[config.mk]
export PLATFORM = sky130hd
export DESIGN_NAME = any1_ifetch_seq
export DESIGN_NICKNAME = d
export VERILOG_FILES = /design/src/rtl/any1_pkg.sv /design/src/rtl/any1_ifetch_seq.sv
export SDC_FILE = /design/constraint.sdc
export NUM_CORES = 1
export LEC_CHECK = 0
export BUFFER_PORTS_ARGS = -buffer_cell sky130_fd_sc_hd__buf_2
export CAP_MARGIN = 10
export CORE_AREA = 2 2 472 474
export DETAILED_ROUTE_END_ITERATION = 10
export DIE_AREA = 0 0 474 476
export PLACE_DENSITY_LB_ADDON = 0.12
export SYNTH_ARGS = -nofsm -noshare
export SYNTH_HDL_FRONTEND = slang
export SYNTH_SLANG_ARGS = --single-unit
[constraint.sdc]
create_clock -name clk_i -period 10 [get_ports clk_i]
set_input_delay 1 -clock clk_i [delete_from_list [all_inputs] [get_ports clk_i]]
set_output_delay 1 -clock clk_i [all_outputs]
set_load 0.01 [all_outputs]
[src/rtl/any1_pkg.sv]
// rtl/any1_pkg.sv - shared fetch/align types and constants
package any1_pkg;

   localparam int AWID          = 32;
   localparam int LINEW         = 512;
   localparam int LINE_OFS_BITS = 6;
   localparam int IP_INC        = 4;

   // Fetch-side bundle handed to the aligner
   typedef struct packed {
      logic [LINEW-1:0] cacheline;
      logic [AWID-1:0]  ip;
      logic [AWID-1:0]  pip;
      logic             predict_taken;
   } sInstAlignIn;

   // Aligned instruction handed to decode
   typedef struct packed {
      logic [31:0]     ir;
      logic [AWID-1:0] ip;
      logic            predict_taken;
   } sInstAlignOut;

   typedef enum logic [1:0] {
      S_RESET,
      S_RUN,
      S_MISS,
      S_FAULT
   } eIfetchState;

endpackage

[src/rtl/any1_ifetch_seq.sv]
// rtl/any1_ifetch_seq.sv - instruction fetch sequencer with single-line buffer
module any1_ifetch_seq
   import any1_pkg::*;
#(
   parameter logic [AWID-1:0] RSTIP = 32'hFFFC0100
)
(
   input  logic             clk_i,
   input  logic             rst_i,
   input  logic             redirect_i,
   input  logic [AWID-1:0]  redirect_ip_i,
   input  logic             bp_taken_i,
   input  logic [AWID-1:0]  bp_target_i,
   output logic             ic_req_o,
   output logic [AWID-1:0]  ic_adr_o,
   input  logic             ic_ack_i,
   input  logic [LINEW-1:0] ic_line_i,
   input  logic             ic_err_i,
   output sInstAlignIn      al_o,
   output logic             out_valid_o,
   input  logic             out_ready_i,
   output logic             fetch_fault_o
);

   localparam int TAGW = AWID - LINE_OFS_BITS;

   eIfetchState      state;
   logic [AWID-1:0]  ip;
   logic [AWID-1:0]  pip;
   logic [LINEW-1:0] line_buf;
   logic [TAGW-1:0]  buf_tag;
   logic             buf_valid;
   logic             drop_pending;
   logic             hit;
   logic             line_load;

   // Line hit and decode handshake qualifier
   always_comb begin
      hit         = buf_valid && (buf_tag == ip[AWID-1:LINE_OFS_BITS]);
      out_valid_o = (state == S_RUN) && hit;
      line_load   = (state == S_MISS) && ic_ack_i && !ic_err_i && !redirect_i;
   end

   // Aligner bundle; the prediction only means something alongside a valid instruction
   always_comb begin
      al_o.cacheline     = line_buf;
      al_o.ip            = ip;
      al_o.pip           = pip;
      al_o.predict_taken = out_valid_o & bp_taken_i;
   end

   // Line data register, captured on a clean, non-redirected ack
   always_ff @(posedge clk_i) begin
      if (line_load)
         line_buf <= ic_line_i;
   end

   // Fetch state machine: ip advance, miss handling, redirects and faults
   always_ff @(posedge clk_i) begin
      if (rst_i) begin
         state         <= S_RESET;
         ip            <= RSTIP;
         pip           <= RSTIP;
         buf_valid     <= 1'b0;
         buf_tag       <= '0;
         ic_req_o      <= 1'b0;
         ic_adr_o      <= '0;
         fetch_fault_o <= 1'b0;
         drop_pending  <= 1'b0;
      end else begin
         fetch_fault_o <= 1'b0;
         // An ack for an abandoned request only retires the drop flag
         if (drop_pending && ic_ack_i)
            drop_pending <= 1'b0;
         if (redirect_i) begin
            // Redirect beats any same-cycle transfer or returning line
            ip       <= redirect_ip_i;
            pip      <= ip;
            state    <= S_RUN;
            ic_req_o <= 1'b0;
            if (state == S_MISS && !ic_ack_i)
               drop_pending <= 1'b1;
         end else begin
            case (state)
               S_RESET: begin
                  state <= S_RUN;
               end
               S_RUN: begin
                  if (hit) begin
                     if (out_ready_i) begin
                        pip <= ip;
                        ip  <= bp_taken_i ? bp_target_i : ip + AWID'(IP_INC);
                     end
                  end else if (!drop_pending) begin
                     ic_req_o <= 1'b1;
                     ic_adr_o <= {ip[AWID-1:LINE_OFS_BITS], {LINE_OFS_BITS{1'b0}}};
                     state    <= S_MISS;
                  end
               end
               S_MISS: begin
                  if (ic_ack_i) begin
                     ic_req_o <= 1'b0;
                     if (ic_err_i) begin
                        buf_valid     <= 1'b0;
                        fetch_fault_o <= 1'b1;
                        state         <= S_FAULT;
                     end else begin
                        buf_valid <= 1'b1;
                        buf_tag   <= ic_adr_o[AWID-1:LINE_OFS_BITS];
                        state     <= S_RUN;
                     end
                  end
               end
               S_FAULT: begin
                  state <= S_FAULT;
               end
               default: begin
                  state <= S_RESET;
               end
            endcase
         end
      end
   end

endmodule

* Word-level counts from Yosys, hierarchy flattened
Cells that the tools add are included.
** Cells by class
- Divide/modulo/power cells :: 0
- Add/subtract/negate cells :: 1
- Bitwise gates (word level) :: 7
- Mux-type cells :: 24
- Order comparisons :: 0
- Shift-type cells :: 0
- Eq/ne operators :: 10
- Multiply operators :: 0
- Reduce and logical (&&, ||, !) cells :: 24
** Operators by type and width (count)
- 32-bit two-way mux :: 9
- 32-bit by 3-bit adder with 32-bit output, second input constant :: 1
- 26-bit equality test :: 1
- 3-bit AND reduction :: 4
- 4-bit AND reduction :: 3
- 1-bit two-way mux :: 9
- 3-bit != test, second input constant :: 3
- 2-bit two-way mux :: 4
- 2-bit one-hot mux with 4 select lines :: 1
- 2-bit nonzero test :: 4
- 1-bit logical AND :: 7
- 2-bit != test, second input constant :: 3
- 1-bit NOT :: 6
- 2-bit equality test, second input constant :: 2
- 4-bit OR reduction :: 1
- 1-bit zero test :: 3
- 2-bit by 1-bit equality test with 1-bit output, second input constant :: 1
- 2-bit zero test :: 1
- 1-bit one-hot mux with 2 select lines :: 1
- 2-bit OR reduction :: 1
- 1-bit bitwise AND :: 1
** Storage, ports and cells
- Output and inout port bits :: 612
- Bits of input ports :: 583
- Memory bits (read-only) :: 0
- Latch bits :: 0
- Memories kept :: 0
- Flip-flop bits (word level) :: 634
- Bits in writable memories :: 0
- Logic and storage cells :: 77

* Depth between registers and ports, before layout
- Depth in word-level cells :: 6
- Mapped depth :: 9
- Mapped depth without buffers :: 7

* Worst setup path before layout
No wires, ideal clock.
- Kind :: input -> register
- Start point :: in redirect_i
- End point :: reg line_buf[0] (enable)
- Arrival time :: 7.994 ns
- Setup time :: 0.655 ns
- Required time :: 9.345 ns
- Slack :: 1.351 ns
- Stages :: 7
- Buffers on the path :: 3
- Cell sequence :: buf_2 clkinv_1 nand3_1 or2_2 clkbuf_1 clkinv_1 buf_2
** Between the ends
- Cells in the longest elaborated chain, start to end :: 2
** Ends and longest elaborated chain
- start: declaration :: line any1_ifetch_seq.sv:10 : input logic redirect_i,
- 1-bit zero test :: line any1_ifetch_seq.sv:41 : line_load = (state == S_MISS) && ic_ack_i && !ic_err_i && !redirect_i;
- 1-bit logical AND :: line any1_ifetch_seq.sv:41
- net line_load :: line any1_ifetch_seq.sv:35 : logic line_load;
- end signal: assignment :: line any1_ifetch_seq.sv:55 : line_buf <= ic_line_i;
- end: declaration :: line any1_ifetch_seq.sv:30 : logic [LINEW-1:0] line_buf;
The timed path passes the listed nets, and every way through them passes these cells.
A chain may end at the register's enable or synchronous reset.

* Worst setup path after layout
- Start point :: in redirect_i
- End point :: reg line_buf[108] (enable)
** Between the ends
- Cells in the longest elaborated chain, start to end :: 2
** Ends and longest elaborated chain (line)
- 1-bit zero test :: any1_ifetch_seq.sv:41
- 1-bit logical AND :: any1_ifetch_seq.sv:41
Every way passes these cells.

==> flow_summary.yaml <==
global_routing:
  antenna_found_initial: 227
  grt_usage_pct: 13.2
  grt_pass1_wl_mm: 190
  grt-ovfl-total: 0
  grt_max_degree: 156
  grt_pass1_vias: 16400
hold_path:
  hold_class: "in2reg"
  hold_start: "ic_line_i[461]"
  hold_depth: 1
  hold_path_end: "line_buf[461]$_DFFE_PP_"
setup_path:
  crit_path_max_incr_delay_ns: 0.93
  crit_path_start: "redirect_i"
  slowest_stage: "clkinv_1"
  crit_buf_inv: 6
  start_kind: "input port"
  critical_path_arrival_ns: 5.21
  r2r-end: "line_buf[108]$_DFFE_PP_"
  path_common_cell: "buf_4"
  required_ns: 10.36
  worstPathCellList: "buf_2, buf_4, clkinv_1, nand3_1, or2_2, inv_8, buf_12, buf_4"
  cp_top_family: "buffers and inverters"
  reg2reg_slack_ns: 6.02
  reg2reg_depth: 6
  timing.rr.start: "state[1]$_SDFFE_PP0P_"
  endpoint_kind: "flop"
  worstPathMaxFanout: 122
  path_class: "in2reg"
clocking:
  cts-resized-gates: 0
  clkSinkCount: 634
  cts_tree: "yes"
  cts_hold_buf: 0
  cts_setup_buffers: 0
  cts.clk_slew.worst_paths_ns: 0.06
  htreeDepth: 3
  cts_buffer_depth: 3
  cts_made_buffers: 91
  ctsRootBufferMaster: "clkbuf_16"
  clock_latency_ns: 0.73
place:
  dpl_worst_slack_ns: 4.42
  io_buffer_count: 1188
  place_congestion: 0.792
  dp_hpwl_mm: 131
logic_synthesis:
  syn_area_sq_um: 21400
  synth_cells: 1240
  synth_ff_type: "edfxtp_1"
  yosysSeqAreaShare_pct: 83.3
  synth_common_cells: "512 x edfxtp_1, 122 x dfxtp_1, 115 x nand2_1, 73 x nor2_1, 65 x mux2i_1"
  ys.warnings.count: 0
  ys_ff_latch: 634
  synth_top_area_share_pct: 71.9
  synth.most_common_cell: "edfxtp_1"
  synth_cell_types: 68
  synth_area_leader_cell: "edfxtp_1"
  async_flop_share_pct: 0
  synth_area_leaders: "edfxtp_1 72%, dfxtp_1 11%, mux2i_1 3.0%"
  syn_area_per_cell_sq_um: 17.2
  synth_edf_count: 512
timing:
  final_max_slew_viol_count: 0
  setup_tns_ns: 0
  relSlewSlack_pct: 24.3
  worst_pin_slew_ns: 1.14
  finalCritPeriodShare_pct: 48.4
  hold_viol_final: 0
  holdWs_ns: 0.438
  worst_slack_ns: 5.16
  max_freq_ghz: 0.206
  setup_viol: 0
  rsz0062_at_grt: "false"
  fin_skew_ns: 0.0527
  fin_crit_ns: 4.84
layout:
  drive_above_1_share_pct: 53.2
  nets: 3077
  area_growth_pct: 59.1
  seq_area_sq_um: 17800
  utilization_pct: 15.4
  nFillCells: 24800
  multi_input_area_sq_um: 3250
route:
  wl_mm: 157
  dr.first_iter.drc_count: 1034
  via_count: 16800
  drc: 0
  vias_per_cell: 3.02
  post_drt_wl_per_cell_microns: 28.2
  first_pass_iters: 5
  drtAntennaViolNets: 0
floorplan:
  dieArea_sq_um: 226000
  die_h_microns: 476
  die_x_microns: 474
  ioPinCount: 1195
  std_cell_rows: 173
  start_util_pct: 9.68
  coreArea_sq_um: 221000
run:
  maxCapViolCount: 0
power_and_ir_drop:
  vdd_drop_max_uv: 124
  p_leak_nw: 12.9
  powerDensity_nw_per_um2: 191
outcome:
  outcome: "finished clean"
-- layout by cell type (no fill, tap or decap), types with 3 or more instances in the layout --
cell type	Yosys	routed
a31oi_1	12	12
edfxtp_1	512	512
a221oi_1	3	3
nor2_1	73	73
clkinv_1	2	21
inv_1	8	8
o21a_1	4	4
a211oi_1	5	5
o21ai_0	26	26
clkbuf_1	27	21
nor4_1	5	5
xor2_1	3	3
nand2b_1	5	5
nor3_1	10	10
clkbuf_16	0	91
inv_6	0	3
and2_1	6	6
o41ai_1	3	3
o31ai_1	4	4
dfxtp_1	122	122
clkbuf_8	0	4
o211ai_1	14	14
buf_4	6	32
nand2_1	115	115
xnor2_1	31	31
a21oi_1	54	53
bufinv_16	0	5
conb_1	1	6
buf_2	29	1188
clkinv_2	0	12
nand4_1	15	15
diode_2	0	19
mux2i_1	65	65
clkinv_16	0	5
and3_1	8	8
nand3_1	21	21
-- how the worst max path moves through the flow --
stage / depth (start not counted) / end
floorplan: 7 / line_buf[0]$_DFFE_PP_
global placement: 8 / line_buf[449]$_DFFE_PP_
detailed placement: 8 / line_buf[318]$_DFFE_PP_
CTS: 8 / line_buf[108]$_DFFE_PP_
global route: 8 / line_buf[80]$_DFFE_PP_
finish: 8 / line_buf[108]$_DFFE_PP_
-- worst reg2reg max path, stage by stage (launching register included) --
cell,delay (ns)
dfxtp_1,0.34
nor2b_1,0.26
nand3_1,0.17
or2_2,0.63
inv_8,0.55
buf_12,0.51
buf_4,1.12
-- where the power goes --
group | switching, mW | internal (mW)
logic | 0.196 | 0.145
clock network | 1.40 | 1.85
registers | 0.0285 | 2.88
total | 1.62 | 4.87
-- state kept, by name, indices dropped and copies added, names as in the netlist --
name and flops:
ic_req_o 1, ic_adr_o 26, buf_valid 1, ip 32
drop_pending 1, fetch_fault_o 1, buf_tag 26, line_buf 512
pip 32, state 2
-- layout make-up --
class	instances	area share (%)
Sequential cell	634	52.4
Timing Repair Buffer	1222	18.3
Tap cell	2975	10.9
Multi-Input combinational cell	533	9.55
Clock buffer	116	7.09
Clock inverter	49	1.49
Inverter	11	0.143
Antenna cell	19	0.140
-- routing by layer --
layer	part of all wire [%]	track usage, %	up-vias	wire (microns)
li1	-	-	7206	-
met1	36	14.2	7923	56500
met2	52	24.1	1128	81000
met3	8.3	4.43	471	13000
met4	3.8	4.57	48	6030
met5	0.19	0	-	292
-- logic make-up (layout without fill, tap and decap cells) --
logic type	Yosys count	count (layout)	synth area share (%)
buf+inv	78	1398	1.68
xor+xnor	35	35	1.47
mux	66	66	3.09
compound gates	153	153	4.57
other cells	1	25	0.0175
flops	634	634	83.3
fa+ha+maj	1	1	0.0585
simple gates	272	272	5.81
-- metrics by stage --
stage | cell area (sq um) | power (mW) | instances
6_report | 34000 | 6.49 | 5559
5_1_grt | 34000 | 6.77 | 5551
4_1_cts | 34000 | 6.67 | 5540
3_5_place_dp | 31100 | 3.32 | 5375
3_3_place_gp | 31100 | 3.32 | 5375
2_1_floorplan | 21400 | 3.07 | 1245
No activity file was read; power rests on OpenSTA's default activity.
